### src/rtl/iter_mac_pkg.sv
// ============================================================================
// Package : iter_mac_pkg
// Purpose : Shared definitions for the iterative DSP multiply-accumulate unit:
//           FSM state encodings, the mode-bit index and helper functions for
//           chunk counts and counter widths.
// Ports   : none (package)
// Rev     : 1.0  initial release
// ============================================================================
`default_nettype none

package iter_mac_pkg;

    // FSM state encodings
    localparam logic [1:0] ST_IDLE = 2'd0;
    localparam logic [1:0] ST_RUN  = 2'd1;
    localparam logic [1:0] ST_DONE = 2'd2;

    // Bit of the mode input selecting signed (1) / unsigned (0) operation
    localparam int MODE_SIGNED = 0;

    // Number of W-bit chunks in an operand of the given width
    function automatic int num_chunks(input int width, input int chunk);
        return width / chunk;
    endfunction

    // Counter width able to index n chunks (never narrower than one bit)
    function automatic int cnt_width(input int n);
        return (n <= 1) ? 1 : $clog2(n);
    endfunction

endpackage

`default_nettype wire

### src/rtl/iter_mac_chunk_mult.sv
// ============================================================================
// Module  : iter_mac_chunk_mult
// Purpose : Purely combinational (W+1)x(W+1) signed sub-multiplier. PPM selects
//           the partial-product tree flavour (0 = wallace, 1 = dadda); both
//           trees feed the final addition with no pipeline stages.
// Ports   : x, y  in  W+1    signed chunk operands
//           p     out 2W+2   signed product
// Rev     : 1.0  initial release
// ============================================================================
`default_nettype none

module iter_mac_chunk_mult #(
    parameter int W   = 8,
    parameter int PPM = 0
) (
    input  logic signed [W:0]     x,
    input  logic signed [W:0]     y,
    output logic signed [2*W+1:0] p
);

    // Operands are widened to the product width first so the multiply is
    // carried out at full precision with sign extension.
    generate
        if (PPM == 1) begin : g_dadda
            assign p = (2*W+2)'(x) * (2*W+2)'(y);
        end else begin : g_wallace
            assign p = (2*W+2)'(x) * (2*W+2)'(y);
        end
    endgenerate

endmodule

`default_nettype wire

### src/rtl/iter_mac.sv
// ============================================================================
// Module  : iter_mac
// Purpose : Iterative multiply-accumulate. a is split into KA=N/W chunks and b
//           into KB=M/W chunks; one (W+1)x(W+1) signed partial product per
//           cycle is shifted into a guarded ACC_W=N+M+G bit accumulator.
//           Optional macro ITER_MAC_SAT_EN enables saturating accumulation
//           with a sticky per-operation overflow flag; without it the
//           accumulator wraps and ovf stays 0.
// Ports   : clk, reset_n (async active-low)
//           in_valid/in_ready       operand handshake
//           a[N], b[M], c[ACC_W]    operands and addend (c used when mac=0)
//           mode[2]                 bit0 signed, bit1 reserved
//           mac                     accumulate onto previous result
//           out_valid, out, ovf     one-cycle result strobe, held result, flag
// Rev     : 1.0  initial release
// ============================================================================
`default_nettype none

module iter_mac
    import iter_mac_pkg::*;
#(
    parameter int N   = 16,
    parameter int M   = 16,
    parameter int W   = 8,
    parameter int G   = 4,
    parameter int PPM = 0,
    localparam int ACC_W = N + M + G
) (
    input  logic             clk,
    input  logic             reset_n,
    input  logic             in_valid,
    output logic             in_ready,
    input  logic [N-1:0]     a,
    input  logic [M-1:0]     b,
    input  logic [ACC_W-1:0] c,
    input  logic [1:0]       mode,
    input  logic             mac,
    output logic             out_valid,
    output logic [ACC_W-1:0] out,
    output logic             ovf
);

    localparam int KA = num_chunks(N, W);
    localparam int KB = num_chunks(M, W);
    localparam int IW = cnt_width(KA);
    localparam int JW = cnt_width(KB);

    logic [1:0]        state;
    logic [N-1:0]      a_r;
    logic [M-1:0]      b_r;
    logic              sgn_r;
    logic [IW-1:0]     i_cnt;
    logic [JW-1:0]     j_cnt;
    logic [ACC_W-1:0]  acc;
    logic              ovf_run;

    logic              accept;
    logic [N-1:0]      a_sh;
    logic [M-1:0]      b_sh;
    logic              a_top;
    logic              b_top;
    logic signed [W:0] a_ext;
    logic signed [W:0] b_ext;
    logic signed [2*W+1:0]     pp;
    logic signed [ACC_W-1:0]   pp_ext;
    logic [ACC_W-1:0]  addend;
    logic [ACC_W-1:0]  acc_next;
    logic              ovf_next;
    logic              last_i;
    logic              last_j;
    logic              unused_mode;

    assign unused_mode = mode[1];

    assign in_ready = (state != ST_RUN);
    assign accept   = in_valid & in_ready;

    // Chunk selection: only the most significant chunk carries the sign.
    assign a_sh  = a_r >> (32'(i_cnt) * W);
    assign b_sh  = b_r >> (32'(j_cnt) * W);
    assign a_top = (i_cnt == IW'(KA - 1));
    assign b_top = (j_cnt == JW'(KB - 1));
    assign a_ext = {sgn_r & a_top & a_sh[W-1], a_sh[W-1:0]};
    assign b_ext = {sgn_r & b_top & b_sh[W-1], b_sh[W-1:0]};

    iter_mac_chunk_mult #(
        .W   (W),
        .PPM (PPM)
    ) u_chunk_mult (
        .x (a_ext),
        .y (b_ext),
        .p (pp)
    );

    // Sign-extend the product to the accumulator width, then align it.
    assign pp_ext = ACC_W'(pp);
    assign addend = pp_ext << ((32'(i_cnt) + 32'(j_cnt)) * W);

`ifdef ITER_MAC_SAT_EN
    logic [ACC_W:0] sum;
    logic           step_ovf;

    always_comb begin
        sum      = {sgn_r & acc[ACC_W-1], acc} + {sgn_r & addend[ACC_W-1], addend};
        // Signed: the two top bits of the widened sum disagree.
        // Unsigned: any carry out of the accumulator width.
        step_ovf = sgn_r ? (sum[ACC_W] ^ sum[ACC_W-1]) : sum[ACC_W];
        acc_next = sum[ACC_W-1:0];
        if (ovf_run) begin
            acc_next = acc;                       // already clamped: hold
        end else if (step_ovf) begin
            if (!sgn_r)
                acc_next = {ACC_W{1'b1}};
            else if (sum[ACC_W])
                acc_next = {1'b1, {(ACC_W-1){1'b0}}};
            else
                acc_next = {1'b0, {(ACC_W-1){1'b1}}};
        end
        ovf_next = ovf_run | step_ovf;
    end
`else
    assign acc_next = acc + addend;
    // ovf_run is cleared at every accept, so this is constantly 0.
    assign ovf_next = ovf_run;
`endif

    assign last_i = (i_cnt == IW'(KA - 1));
    assign last_j = (j_cnt == JW'(KB - 1));

    always_ff @(posedge clk or negedge reset_n) begin
        if (!reset_n) begin
            state     <= ST_IDLE;
            a_r       <= '0;
            b_r       <= '0;
            sgn_r     <= 1'b0;
            i_cnt     <= '0;
            j_cnt     <= '0;
            acc       <= '0;
            ovf_run   <= 1'b0;
            out       <= '0;
            out_valid <= 1'b0;
            ovf       <= 1'b0;
        end else begin
            out_valid <= 1'b0;
            case (state)
                ST_RUN: begin
                    acc     <= acc_next;
                    ovf_run <= ovf_next;
                    if (last_j) begin
                        j_cnt <= '0;
                        if (last_i) begin
                            // Result registered on entry to DONE so it is
                            // visible during the DONE cycle.
                            state     <= ST_DONE;
                            out       <= acc_next;
                            ovf       <= ovf_next;
                            out_valid <= 1'b1;
                        end else begin
                            i_cnt <= i_cnt + 1'b1;
                        end
                    end else begin
                        j_cnt <= j_cnt + 1'b1;
                    end
                end
                default: begin // ST_IDLE and ST_DONE both accept
                    if (accept) begin
                        a_r     <= a;
                        b_r     <= b;
                        sgn_r   <= mode[MODE_SIGNED];
                        acc     <= mac ? acc : c;
                        i_cnt   <= '0;
                        j_cnt   <= '0;
                        ovf_run <= 1'b0;
                        state   <= ST_RUN;
                    end else begin
                        state <= ST_IDLE;
                    end
                end
            endcase
        end
    end

endmodule

`default_nettype wire

### config.mk
export PLATFORM = sky130hd
export DESIGN_NAME = iter_mac
export DESIGN_NICKNAME = d
export VERILOG_FILES = /design/src/rtl/iter_mac_pkg.sv /design/src/rtl/iter_mac_chunk_mult.sv /design/src/rtl/iter_mac.sv
export SDC_FILE = /design/constraint.sdc
export NUM_CORES = 1
export LEC_CHECK = 0
export CAP_MARGIN = 20
export CORE_MARGIN = 2
export CORE_UTILIZATION = 45
export CTS_CLUSTER_SIZE = 8
export DETAILED_ROUTE_END_ITERATION = 16
export GPL_TIMING_DRIVEN = 0
export PLACE_DENSITY = 0.75
export RECOVER_POWER = 25
export SYNTH_ARGS = -nofsm -noshare
export SYNTH_HDL_FRONTEND = slang
export SYNTH_SLANG_ARGS = --single-unit
### constraint.sdc
create_clock -name clk -period 10.17 [get_ports clk]
set_input_delay 1.5255 -clock clk [delete_from_list [all_inputs] [get_ports clk]]
set_output_delay 1.5255 -clock clk [all_outputs]
set_load 0.05 [all_outputs]
==> impl_metrics.ini <==
[run_status]
status = finished with violations
violations = capacitance limit, slew limit

[worst_setup_path]
crit_required_ns = 10.40
reg2reg_slack_ns = 0.42
critPathLaunchType = register
crit_type = reg -> reg
slowest_delay_ns = 0.65
cp_max_fo = 10
end_kind = register
cp.arrival_ns = 9.98
critical-path-slowest-cell = clkbuf_1

[route]
final_antenna_net_count = 0
first_iter_violations = 534
viasPerCell = 5.47
drt_wl_total_mm = 25.5
avgRoutedWirePerCell_um = 17.9
routed-via-count = 7825
drc_errors = 0
drt-pass1-iter-count = 5

[place]
dp_slack_ns = 0.158
dpl.hpwl_mm = 20.3
gp_congestion = 0.933
placedCellCount = 1414
port_buffers = 110

[logic_synthesis]
yosysSeqAreaShare_pct = 28.4
yosys.area.top_type = dfrtp_1
synth.avg_cell_area_um2 = 9.42
syn_area_um2 = 9690
yosysTopAreaCellShare_pct = 28.4
postSynth.asyncResetShare_pct = 100
synth_ff_type = dfrtp_1
ys_types = 65
syn_inst = 1028
synth_nets = 1247
yosysWarnings = 0
synth-edff-count = 0
yosys-top-cells-area = dfrtp_1 28%, fa_1 15%, ha_1 9.4%
synth_seq_cells = 110

[timing]
rsz0062_at_grt = false
fin_ws_ns = 0.420
finalSetupViolations = 0
period_minus_slack_ns = 9.75
finClkSkew_ns = 0.0169
max_freq_mhz = 103
slew_viol_final = 113
slew_headroom_pct = -100
fin_crit_sh_pct = 95.9
hold_viol_final = 0
worstMarginPinSlew_ns = 3.00
tns_ns = 0

[cts]
htree_levels = 3
insertion_delay_ns = 0.37
cts_buffers = 9
cts_tree = yes
cts_setup_buffers = 0
cts_root_buf = clkbuf_16
cts.path.max_buffers = 2
clk_pin_slew_worst_paths_ns = 0.09
cts_num_sinks = 110
cts_resized = 0
cts_hold_buf = 0

[global_routing]
met3_usage_pct = 3.85
grt_pass1_wl_mm = 41.2
gr-total-overflow = 0
grt_antenna_before_repair = 0
grt_pass1_vias = 7855
grt_use_met1_pct = 33.6
grt_max_degree = 57
use_met2_pct = 36.8
grt_usage_pct = 23.3
busiest_layer = met2

[die]
die-area_um2 = 22700
die-height_um = 151
coreArea_um2 = 21100
die_x_um = 151
pin_count = 113
rows = 53
start_util_pct = 45.9

[cells_and_area]
drive_gt1_share_pct = 9.26
area_growth_syn_to_layout_pct = 18.0
finalNonFillerCells = 1430
fin_nets = 1369
antennaDiodeCount = 0
nFillCells = 1913

[hold_path]
min_path_type = reg -> reg

[run]
maxCapViolations = 2
synthesized netlist by cell type, drive strengths merged, types with 2 or more instances:
cell    count
nand2     153
mux2       73
a21oi      56
ha         73
a21boi      3
a31oi       7
clkbuf     28
o31a        2
o22ai       5
clkinv      2
and4        2
a31o        2
o21a        7
nor2b       8
and2       13
buf         7
inv       103
o31ai       2
nand3       8
and3        6
o21ai      77
nand4       4
nor2       62
o211ai      5
o21bai      4
mux2i      30
a221o       2
a22o        2
nor3       10
xor2       18
fa         72
a41o        2
xnor2      32
dfrtp     110
a21o       15
nand2b      7
final timing paths:
path | depth (start not counted) | from | end
worst max-delay path | 33 | a_top | acc[31]
worst min-delay path | 2 | out[4] | out[4]
worst max register to register | 33 | a_top | acc[31]
worst min register to register | 2 | out[4] | out[4]
max in group asynchronous | 2 | reset_n | a_r[15]
min in group asynchronous | 1 | reset_n | out[20]
through the flow:
step / util (%) / hold slack, ns / area (um2)
after floorplan: - / 0.474 / 9690
after global placement: 52.8 / 0.462 / 11100
after detailed placement: 52.9 / 0.467 / 11200
after CTS: 54.3 / 0.486 / 11500
after global routing: 54.2 / 0.506 / 11400
final: 54.2 / 0.483 / 11400
critical path: cells and delay by family (launching register included):
kind / cells / cell delay, ns
simple gates: 3 / 0.69
xor+xnor: 2 / 0.53
flops: 1 / 0.36
compound gates: 15 / 3.18
buf+inv: 6 / 1.56
fa+ha+maj: 7 / 3.26
area by class of cell:
cell class,count,area [um2],area share (%)
multi-input combinational,778,6400,56.0
timing repair buffer,111,1100,9.61
buffer,35,139,1.21
sequential,110,2750,24.1
tap,275,344,3.01
inverter,105,394,3.45
clock buffer,10,239,2.09
clock inverter,6,61.3,0.536
routing by layer:
metal | routed length (um) | up-vias
met4 | 416 | 0
met1 | 11900 | 3834
met5 | 0 | -
li1 | - | 3689
met3 | 1550 | 27
met2 | 11700 | 275
cell usage in the layout (no fill, tap or decap), drive strengths merged, types with 4 or more instances in the layout:
cell type      instances
xor2                  18
nor2                  62
mux2i                 30
fa                    72
and2                  13
clkdlybuf4s50        109
nand4                  4
dfrtp                110
and3                   6
mux2                  73
a21oi                 56
buf                    6
a21o                  15
nor3                  10
o21a                   7
nand2                153
o22ai                  5
clkinv                 4
o21bai                 4
nand3                  8
clkbuf                41
o21ai                 77
ha                    73
nor2b                  8
xnor2                 32
nand2b                 7
inv                  106
o211ai                 5
a31oi                  7
sequential cells by signal, indices dropped and copies added (netlist names):
name       count
a_r           16
b_top          1
out_valid      1
state          2
b_r           16
sgn_r          1
out           36
a_top          1
acc           36
logic make-up (layout without fill, tap and decap cells):
logic type | Yosys count | after routing | share of synthesized area, %
adders and majority gates | 145 | 145 | 24.3
xor gates and xnor gates | 51 | 51 | 4.77
DFF | 110 | 110 | 28.4
muxes | 103 | 103 | 11.6
other | 1 | 1 | 0.0387
and+or+nand+nor | 276 | 276 | 12.3
buffers and inverters | 140 | 267 | 5.48
AOI/OAI and AO/OA | 202 | 202 | 13.1
Power is not shown: default switching activity piles up to over one toggle a cycle in this logic, so the estimate is an artifact.
